===== config.mk =====
export PLATFORM = sky130hd
export DESIGN_NAME = sa_row_seq_ctrl_flat
export DESIGN_NICKNAME = d
export VERILOG_FILES = /design/src/rtl/sa_row_seq_ctrl_if.sv /design/src/rtl/sa_row_seq_ctrl.sv /design/src/flat_wrapper.sv
export SDC_FILE = /design/constraint.sdc
export NUM_CORES = 1
export LEC_CHECK = 0
export CAP_MARGIN = 20
export CORE_MARGIN = 4
export CORE_UTILIZATION = 50
export CTS_BUF_LIST = sky130_fd_sc_hd__clkbuf_8
export CTS_CLUSTER_DIAMETER = 60
export CTS_CLUSTER_SIZE = 40
export DETAILED_ROUTE_END_ITERATION = 7
export PLACE_DENSITY = 0.73
export SKIP_LAST_GASP = 1
export SYNTH_ARGS = -nofsm -noshare
export SYNTH_HDL_FRONTEND = slang
export SYNTH_SLANG_ARGS = --single-unit

===== constraint.sdc =====
create_clock -name clk -period 5.8 [get_ports clk]
set_input_delay 0.58 -clock clk [delete_from_list [all_inputs] [get_ports clk]]
set_output_delay 0.58 -clock clk [all_outputs]
set_load 0.1 [all_outputs]

===== src/rtl/sa_row_seq_ctrl_if.sv =====
// sa_row_seq_ctrl_if: job control, buffer strobes and tagged-result signals
// between a systolic-row sequencer and its host/buffers.
interface sa_row_seq_ctrl_if #(parameter int ADDR_BW = 10);
    logic               start;
    logic               abort;
    logic [ADDR_BW-1:0] num_vec;
    logic               in_avail;
    logic               busy;
    logic               done;
    logic               w_rd_en;
    logic               we_rl;
    logic               in_rd_en;
    logic [ADDR_BW-1:0] in_rd_addr;
    logic               res_valid;
    logic [ADDR_BW-1:0] res_addr;
    modport master (
        output start, abort, num_vec, in_avail,
        input  busy, done, w_rd_en, we_rl, in_rd_en, in_rd_addr, res_valid, res_addr
    );
    modport slave (
        input  start, abort, num_vec, in_avail,
        output busy, done, w_rd_en, we_rl, in_rd_en, in_rd_addr, res_valid, res_addr
    );
endinterface


===== src/rtl/sa_row_seq_ctrl.sv =====
// sa_row_seq_ctrl: loads weights into one weight-stationary systolic row, streams
// input vectors with bubble tolerance and tags each emerging result with its index.
module sa_row_seq_ctrl #(
    parameter int MATRIX_SIZE = 128,
    parameter int ADDR_BW     = 10,
    parameter int PIPE_LAT    = MATRIX_SIZE
) (
    input logic               clk,
    input logic               rstn,
    sa_row_seq_ctrl_if.slave  bus
);
    typedef enum logic [2:0] {S_IDLE, S_WREQ, S_WLATCH, S_FEED, S_DRAIN, S_FIN} state_t;

    state_t             r_state, w_next;
    logic [ADDR_BW-1:0] r_len, r_iss, r_recv;
    logic [PIPE_LAT:0]  r_vsr;
    logic               w_rd, w_rv;

    assign w_rd = (r_state == S_FEED) && bus.in_avail && (r_iss < r_len);
    assign w_rv = r_vsr[PIPE_LAT];

    always_ff @(posedge clk)
        r_state <= !rstn ? S_IDLE : w_next;

    always_comb begin
        w_next = r_state;
        case (r_state)
            S_IDLE:   w_next = (bus.start && !bus.abort) ? S_WREQ : S_IDLE;
            S_WREQ:   w_next = S_WLATCH;
            S_WLATCH: w_next = (r_len == '0) ? S_FIN : S_FEED;
            S_FEED:   w_next = (w_rd && (r_iss + ADDR_BW'(1) == r_len)) ? S_DRAIN : S_FEED;
            // last result always lands in DRAIN since PIPE_LAT >= 1
            S_DRAIN:  w_next = (w_rv && (r_recv + ADDR_BW'(1) == r_len)) ? S_FIN : S_DRAIN;
            S_FIN:    w_next = S_IDLE;
            default:  w_next = S_IDLE;
        endcase
        if (bus.abort)
            w_next = S_IDLE;
    end

    always_comb begin
        bus.busy       = (r_state != S_IDLE);
        bus.done       = (r_state == S_FIN);
        bus.w_rd_en    = (r_state == S_WREQ);
        bus.we_rl      = (r_state == S_WLATCH);
        bus.in_rd_en   = w_rd;
        bus.in_rd_addr = r_iss;
        bus.res_valid  = w_rv;
        bus.res_addr   = r_recv;
    end

    // abort flushes in-flight valids so no stale result is ever flagged
    always_ff @(posedge clk) begin
        if (!rstn || bus.abort) begin
            r_len  <= '0;
            r_iss  <= '0;
            r_recv <= '0;
            r_vsr  <= '0;
        end else begin
            r_vsr <= {r_vsr[PIPE_LAT-1:0], w_rd};
            if (r_state == S_IDLE && bus.start) begin
                r_len  <= bus.num_vec;
                r_iss  <= '0;
                r_recv <= '0;
            end else begin
                if (w_rd)
                    r_iss <= r_iss + ADDR_BW'(1);
                if (w_rv)
                    r_recv <= r_recv + ADDR_BW'(1);
            end
        end
    end
endmodule


===== src/flat_wrapper.sv =====
// flat-port wrapper written by rule: the top's interface ports become plain ports
module sa_row_seq_ctrl_flat 
#(
    parameter int MATRIX_SIZE = 128,
    parameter int ADDR_BW     = 10,
    parameter int PIPE_LAT    = MATRIX_SIZE
)
  (clk, rstn, bus_start, bus_abort, bus_num_vec, bus_in_avail, bus_busy, bus_done, bus_w_rd_en, bus_we_rl, bus_in_rd_en, bus_in_rd_addr, bus_res_valid, bus_res_addr);
  sa_row_seq_ctrl_if #(.ADDR_BW(ADDR_BW)) bus_i ();
  input logic clk;
  input logic rstn;
  input wire logic [$bits(bus_i.start)-1:0] bus_start;
  input wire logic [$bits(bus_i.abort)-1:0] bus_abort;
  input wire logic [$bits(bus_i.num_vec)-1:0] bus_num_vec;
  input wire logic [$bits(bus_i.in_avail)-1:0] bus_in_avail;
  output wire logic [$bits(bus_i.busy)-1:0] bus_busy;
  output wire logic [$bits(bus_i.done)-1:0] bus_done;
  output wire logic [$bits(bus_i.w_rd_en)-1:0] bus_w_rd_en;
  output wire logic [$bits(bus_i.we_rl)-1:0] bus_we_rl;
  output wire logic [$bits(bus_i.in_rd_en)-1:0] bus_in_rd_en;
  output wire logic [$bits(bus_i.in_rd_addr)-1:0] bus_in_rd_addr;
  output wire logic [$bits(bus_i.res_valid)-1:0] bus_res_valid;
  output wire logic [$bits(bus_i.res_addr)-1:0] bus_res_addr;
  assign bus_i.start = bus_start;
  assign bus_i.abort = bus_abort;
  assign bus_i.num_vec = bus_num_vec;
  assign bus_i.in_avail = bus_in_avail;
  assign bus_busy = bus_i.busy;
  assign bus_done = bus_i.done;
  assign bus_w_rd_en = bus_i.w_rd_en;
  assign bus_we_rl = bus_i.we_rl;
  assign bus_in_rd_en = bus_i.in_rd_en;
  assign bus_in_rd_addr = bus_i.in_rd_addr;
  assign bus_res_valid = bus_i.res_valid;
  assign bus_res_addr = bus_i.res_addr;
  sa_row_seq_ctrl #(.MATRIX_SIZE(MATRIX_SIZE), .ADDR_BW(ADDR_BW), .PIPE_LAT(PIPE_LAT)) u_core (.clk(clk), .rstn(rstn), .bus(bus_i));
endmodule

==> results.py <==
metrics = {
    "drt": {
        "via_count": 3631,
        "wl_per_cell_um": 13.5,
        "first_pass_iters": 4,
        "totalWireLength_um": 10000,
        "drc": 0,
        "drtIter0Drc": 134,
        "ant_nets": 0,
        "viasPerCell": 4.87,
    },
    "setup_path": {
        "rr_startpoint": "u_core.bus.in_rd_addr[5]$_SDFFE_PP0P_",
        "crit_arrival_ps": 3450,
        "worstPathRequired_ps": 5220,
        "crit_fanout": 9,
        "startpoint_type": "flip-flop",
        "crit_chain": "ha_1, a211oi_1, nand2_1, nor4_4, nor2_4, inv_1, clkdlybuf4s50_1",
        "crit_slowest_cell": "clkdlybuf4s50_1",
        "crit_buf_inv": 2,
        "critPathTopFamily": "buffers and inverters",
        "worstRegToRegCells": 7,
        "max_stage_delay_ps": 1120,
        "cp-end-kind": "output pin",
        "startpoint": "u_core.bus.in_rd_addr[5]$_SDFFE_PP0P_",
        "path_class": "reg -> out",
        "rrSetupSlack_ps": 3240,
        "r2r_end": "u_core.r_state[0]$_SDFF_PP0_",
    },
    "pwr": {
        "power-per-cell-area_mw_per_mm2": 299,
        "finalPower_mw": 1.97,
        "p_leak_nw": 2.57,
        "ir_drop_uv": 233,
    },
    "placement": {
        "hpwl_um": 6580,
        "gp_congestion": 0.860,
        "placed_area_mm2": 0.00618,
        "portBuffers": 40,
    },
    "global_routing": {
        "grt_pass1_wl_um": 16900,
        "grt_max_degree": 132,
        "grt_usage": 0.163,
        "first_global_vias": 3432,
        "grt_overflow": 0,
        "antenna_found_initial": 0,
    },
    "timing": {
        "slew_viol_final": 0,
        "setup_tns_ps": 0,
        "holdWs_ps": 426,
        "worst_pin_slew_ps": 1000,
        "rsz0062_at_grt": "false",
        "setup_violations": 0,
        "timing.fmax_ghz": 0.248,
        "slew_headroom": 0.330,
        "hold_viol_final": 0,
        "finalCritPeriodShare": 0.695,
        "finClkSkew_ps": 14.3,
        "timing.final.crit_period_ps": 4030,
    },
    "run": {
        "maxCapViolCount": 0,
    },
    "finish": {
        "antennaDiodeCount": 0,
        "area_growth_pct": 14.9,
        "final_area_mm2": 0.00657,
        "nNetsFinal": 619,
        "fin_util": 0.596,
        "drive_gt1_frac": 0.0645,
    },
    "min_path": {
        "holdPathStages": 1,
        "whs_endpoint": "u_core.r_vsr[64]$_SDFF_PP0_",
        "hold_class": "reg -> reg",
        "min_from": "u_core.r_vsr[63]$_SDFF_PP0_",
    },
    "yosys": {
        "synth.avg_cell_area_um2": 10.2,
        "synthFlopType": "dfxtp_1",
        "ys_async_sr_fraction": 0,
        "synthCells": 562,
        "syn-num-nets": 589,
        "synth_cell_types": 52,
        "mappedNetlistArea_mm2": 0.00572,
        "synth_seq_cells": 162,
        "seq_area_frac_synth": 0.567,
        "yosys_warnings": 0,
        "synth_edf_count": 0,
    },
    "die": {
        "row_count": 38,
        "core-area_mm2": 0.0110,
        "io_pins": 41,
        "floorplan.initialDensity": 0.518,
        "dieArea_mm2": 0.0132,
        "floorplan.die.height_um": 115,
        "die_w_um": 115,
    },
    "clocking": {
        "cts_root_buf": "clkbuf_8",
        "numCtsBuffers": 17,
        "cts_resized": 0,
        "clk_latency_ps": 440,
        "cts_tree": "yes",
        "hold_buffers": 0,
        "cts_setup_buffers": 0,
        "htree_levels": 4,
        "clock_sinks": 162,
        "clk_pin_slew_ps": 90,
        "cts_buffer_depth": 2,
    },
    "status": {
        "status": "finished, final reports clean",
    },
}
layout make-up:
cell class / count / area (um2)
clock buffer: 18 / 248
tap: 140 / 175
sequential: 162 / 3240
fill: 953 / 4460
clock inverter: 14 / 140
timing repair buffer: 41 / 408
multi-input combinational: 352 / 2290
inverter: 18 / 67.6
state kept, by name (all words and copies together), names as in the netlist:
signal                 flops
u_core.r_vsr             129
u_core.bus.in_rd_addr     10
u_core.bus.res_addr       10
u_core.r_len              10
u_core.r_state             3
logic make-up after synthesis:
| logic type | after synthesis | synth area share |
|---|---|---|
| and+or+nand+nor | 250 | 0.254 |
| DFF | 162 | 0.567 |
| AOI/OAI and AO/OA | 51 | 0.0584 |
| buffers and inverters | 48 | 0.0339 |
| xor gates and xnor gates | 37 | 0.0567 |
| adders and majority gates | 12 | 0.0263 |
| muxes | 2 | 0.00350 |
worst max path at each step:
stage | end | slack, ps | cells past startpoint
after global routing | bus_in_rd_en | 1560 | 8
final | bus_in_rd_en | 1770 | 7
after detailed placement | bus_in_rd_en | 2110 | 6
after global placement | bus_in_rd_en | 2140 | 6
after floorplan | bus_in_rd_en | 2320 | 6
after CTS | bus_in_rd_en | 1740 | 7
per-layer routing:
layer	global-route usage	wire (um)	up-vias	part of all wire
met5	0	0	-	0
met4	0.0681	184	0	0.018
met3	0.0632	551	14	0.055
met2	0.235	4180	62	0.42
met1	0.220	5110	1673	0.51
li1	-	-	1882	-
power by group:
part           internal, mW  switching (mW)  leakage, nW
combinational        0.0216          0.0388         1.07
clock                 0.393           0.394        0.197
sequential             1.11         0.00518         1.31
total                  1.53           0.438         2.57
cell usage in the layout, fill, tap and decap left out, types with 12 or more instances in the layout:
cell and instances:
inv_1 21, clkbuf_8 18, xor2_1 18, and2_1 132, ha_1 12, nand2_1 36, a21oi_1 16, clkdlybuf4s50_1 40
nor2_1 25, xnor2_1 19, dfxtp_1 162
cell usage after synthesis, drive strengths merged, types with 2 or more instances:
library cell / instances / share of area
a31oi: 2 / 0.0033
nor2: 26 / 0.018
nand4: 9 / 0.0098
xnor2: 19 / 0.029
o21bai: 2 / 0.0026
inv: 18 / 0.012
ha: 12 / 0.026
nor2b: 3 / 0.0033
nor3: 6 / 0.0053
xor2: 18 / 0.028
dfxtp: 162 / 0.57
and3: 6 / 0.0068
nand2: 36 / 0.024
nand2b: 3 / 0.0033
and4: 2 / 0.0031
nand3: 10 / 0.0088
o31ai: 2 / 0.0026
clkbuf: 25 / 0.016
a21oi: 16 / 0.014
and3b: 2 / 0.0033
or3: 2 / 0.0022
a211oi: 2 / 0.0026
buf: 5 / 0.0057
nor4: 9 / 0.014
mux2i: 2 / 0.0035
o21a: 5 / 0.0066
nand4b: 2 / 0.0057
and2: 132 / 0.14
o21ai: 11 / 0.0096
stage by stage:
| step | worst slack (ps) | std cells |
|---|---|---|
| finish | 1770 | 745 |
| global placement | 2140 | 713 |
| detailed placement | 2110 | 713 |
| floorplan | 2320 | 562 |
| CTS | 1740 | 745 |
| global route | 1560 | 745 |
Note: power is estimated with default switching activity, not from simulation.
==> variant: new RTL, same settings <==
`MATRIX_SIZE` is set to 128 in 2 places; all go to 256.
--- a/src/rtl/sa_row_seq_ctrl.sv
+++ b/src/rtl/sa_row_seq_ctrl.sv
@@ -1,7 +1,7 @@
 // sa_row_seq_ctrl: loads weights into one weight-stationary systolic row, streams
 // input vectors with bubble tolerance and tags each emerging result with its index.
 module sa_row_seq_ctrl #(
-    parameter int MATRIX_SIZE = 128,
+    parameter int MATRIX_SIZE = 256,
     parameter int ADDR_BW     = 10,
     parameter int PIPE_LAT    = MATRIX_SIZE
 ) (
--- a/src/flat_wrapper.sv
+++ b/src/flat_wrapper.sv
@@ -1,7 +1,7 @@
 // flat-port wrapper written by rule: the top's interface ports become plain ports
 module sa_row_seq_ctrl_flat 
 #(
-    parameter int MATRIX_SIZE = 128,
+    parameter int MATRIX_SIZE = 256,
     parameter int ADDR_BW     = 10,
     parameter int PIPE_LAT    = MATRIX_SIZE
 )
Formal check against the unedited RTL: same outputs for any inputs over 10 cycles, from zero or initial values; that may be too few to reach the edited logic, so the function may still have changed.
==> variant against the original RTL <==
Combinational power is 19% higher; setup slack worse by 0.071 ns; routed wire length is 37% higher; count of clock-buffer cells in the layout stayed put; power is 62% higher; sequential cell count is 128 higher; design area is 53% higher; synthesized area is 59% higher; critical path type unchanged; largest power group unchanged.
==> variant: results (changes against the original RTL) <==
.. list-table::
   :header-rows: 1

   * - Metric
     - Value
   * - Filler Cell Count
     - 1559 (+64%)
   * - Drt initial violations
     - 317 (+140%)
   * - Relative area of non-clock buffer cells in the final design
     - 4.121% (-2.1 points)
   * - Synth-to-Final Area Change
     - 10.60%
   * - Pleak
     - 4.016 nW (+56%)
   * - RD Place Congestion
     - 0.8657 (+0.71%)
   * - GRT Resource Usage Total
     - 13.59% (-2.7 points)
   * - Fraction of synthesized area in multiplexers
     - 0.1098% (-0.24 points)
   * - Library cells used by synthesis
     - 48 (-7.7%)
   * - Post-synthesis compound-gate area fraction
     - 3.707% (-2.1 points)
   * - Adder-cell share of the synthesized area
     - 1.647% (-0.98 points)
   * - Number of H-tree branching levels
     - 1 (-3)
   * - FF+latch area
     - 5806 um2 (+79%)
   * - Outcome
     - finished clean
   * - Worst-path clk slew
     - 0.16 ns (+0.07 ns)
   * - Global-route wire length before repair
     - 23180 um (+37%)
   * - Post-Route Skew
     - 0.02704 ns (+0.01273 ns)
   * - Maximum fanout along the worst path
     - 13 (+4)
   * - Multi-input comb cells
     - 481 (+37%)
   * - CP arrival
     - 3.52 ns (+0.07 ns)
   * - Nets@finish
     - 876 (+42%)
   * - Proportion of synthesized chip area in sequential cells
     - 63.70% (+7.0 points)
   * - Fraction of final layout cells with drive strength greater than 1
     - 4.186% (-2.3 points)
   * - Synth Cell Area
     - 9114 um2 (+59%)
   * - Number of sequential storage elements
     - 290 (+79%)
[variant: changes by cell type after synthesis, sizes merged, moves of 2 or more]
cell / unedited run / this run
nor2: 26 / 23
xor2: 18 / 16
a21oi: 16 / 18
nand3: 10 / 8
clkbuf: 25 / 40
dfxtp: 162 / 290
nand2: 36 / 40
and2: 132 / 261
[variant: worst reg2reg max path, stage by stage (launching register included)]
cell,delay (ns)
dfxtp_1,0.45
inv_1,0.06
ha_1,0.31
a211oi_1,0.24
nand2_1,0.11
nor4_4,0.36
nor2_2,0.19
nor4_1,0.65
o21ai_0,0.20
[variant: routing by layer]
| metal | track usage (%) | vias up | wire length (um) |
|---|---|---|---|
| met1 | 20.50 | 2314 | 7296 |
| met4 | 3.802 | 0 | 263 |
| met2 | 19.98 | 83 | 5492 |
| met3 | 2.579 | 26 | 704 |
| met5 | 0 | - | 0 |
| li1 | - | 2662 | - |
[variant: power by group]
group          leakage [nW]  internal [mW]  switching (mW)  total (mW)
Clock                 0.220          0.403           0.702        1.10
Combinational          1.46         0.0221          0.0496      0.0717
Sequential             2.34           2.00         0.00496        2.00
[variant: path summary, 6_finish.rpt]
path / slack (ns) / depth (start not counted) / to / from
worst max register to register: 3.07 / 8 / u_core.r_state[0] / u_core.r_len[5]
worst min register to register: 0.42 / 1 / u_core.r_vsr[216] / u_core.r_vsr[215]
worst max-delay path: 1.70 / 8 / bus_in_rd_en / u_core.r_len[5]
worst min-delay path: 0.42 / 1 / u_core.r_vsr[216] / u_core.r_vsr[215]
[variant: cell families after synthesis]
kind of cell | after synthesis
fa+ha+maj | 12
simple gates | 379
mux | 1
xor+xnor | 36
buf+inv | 62
flops | 290
compound gates | 53
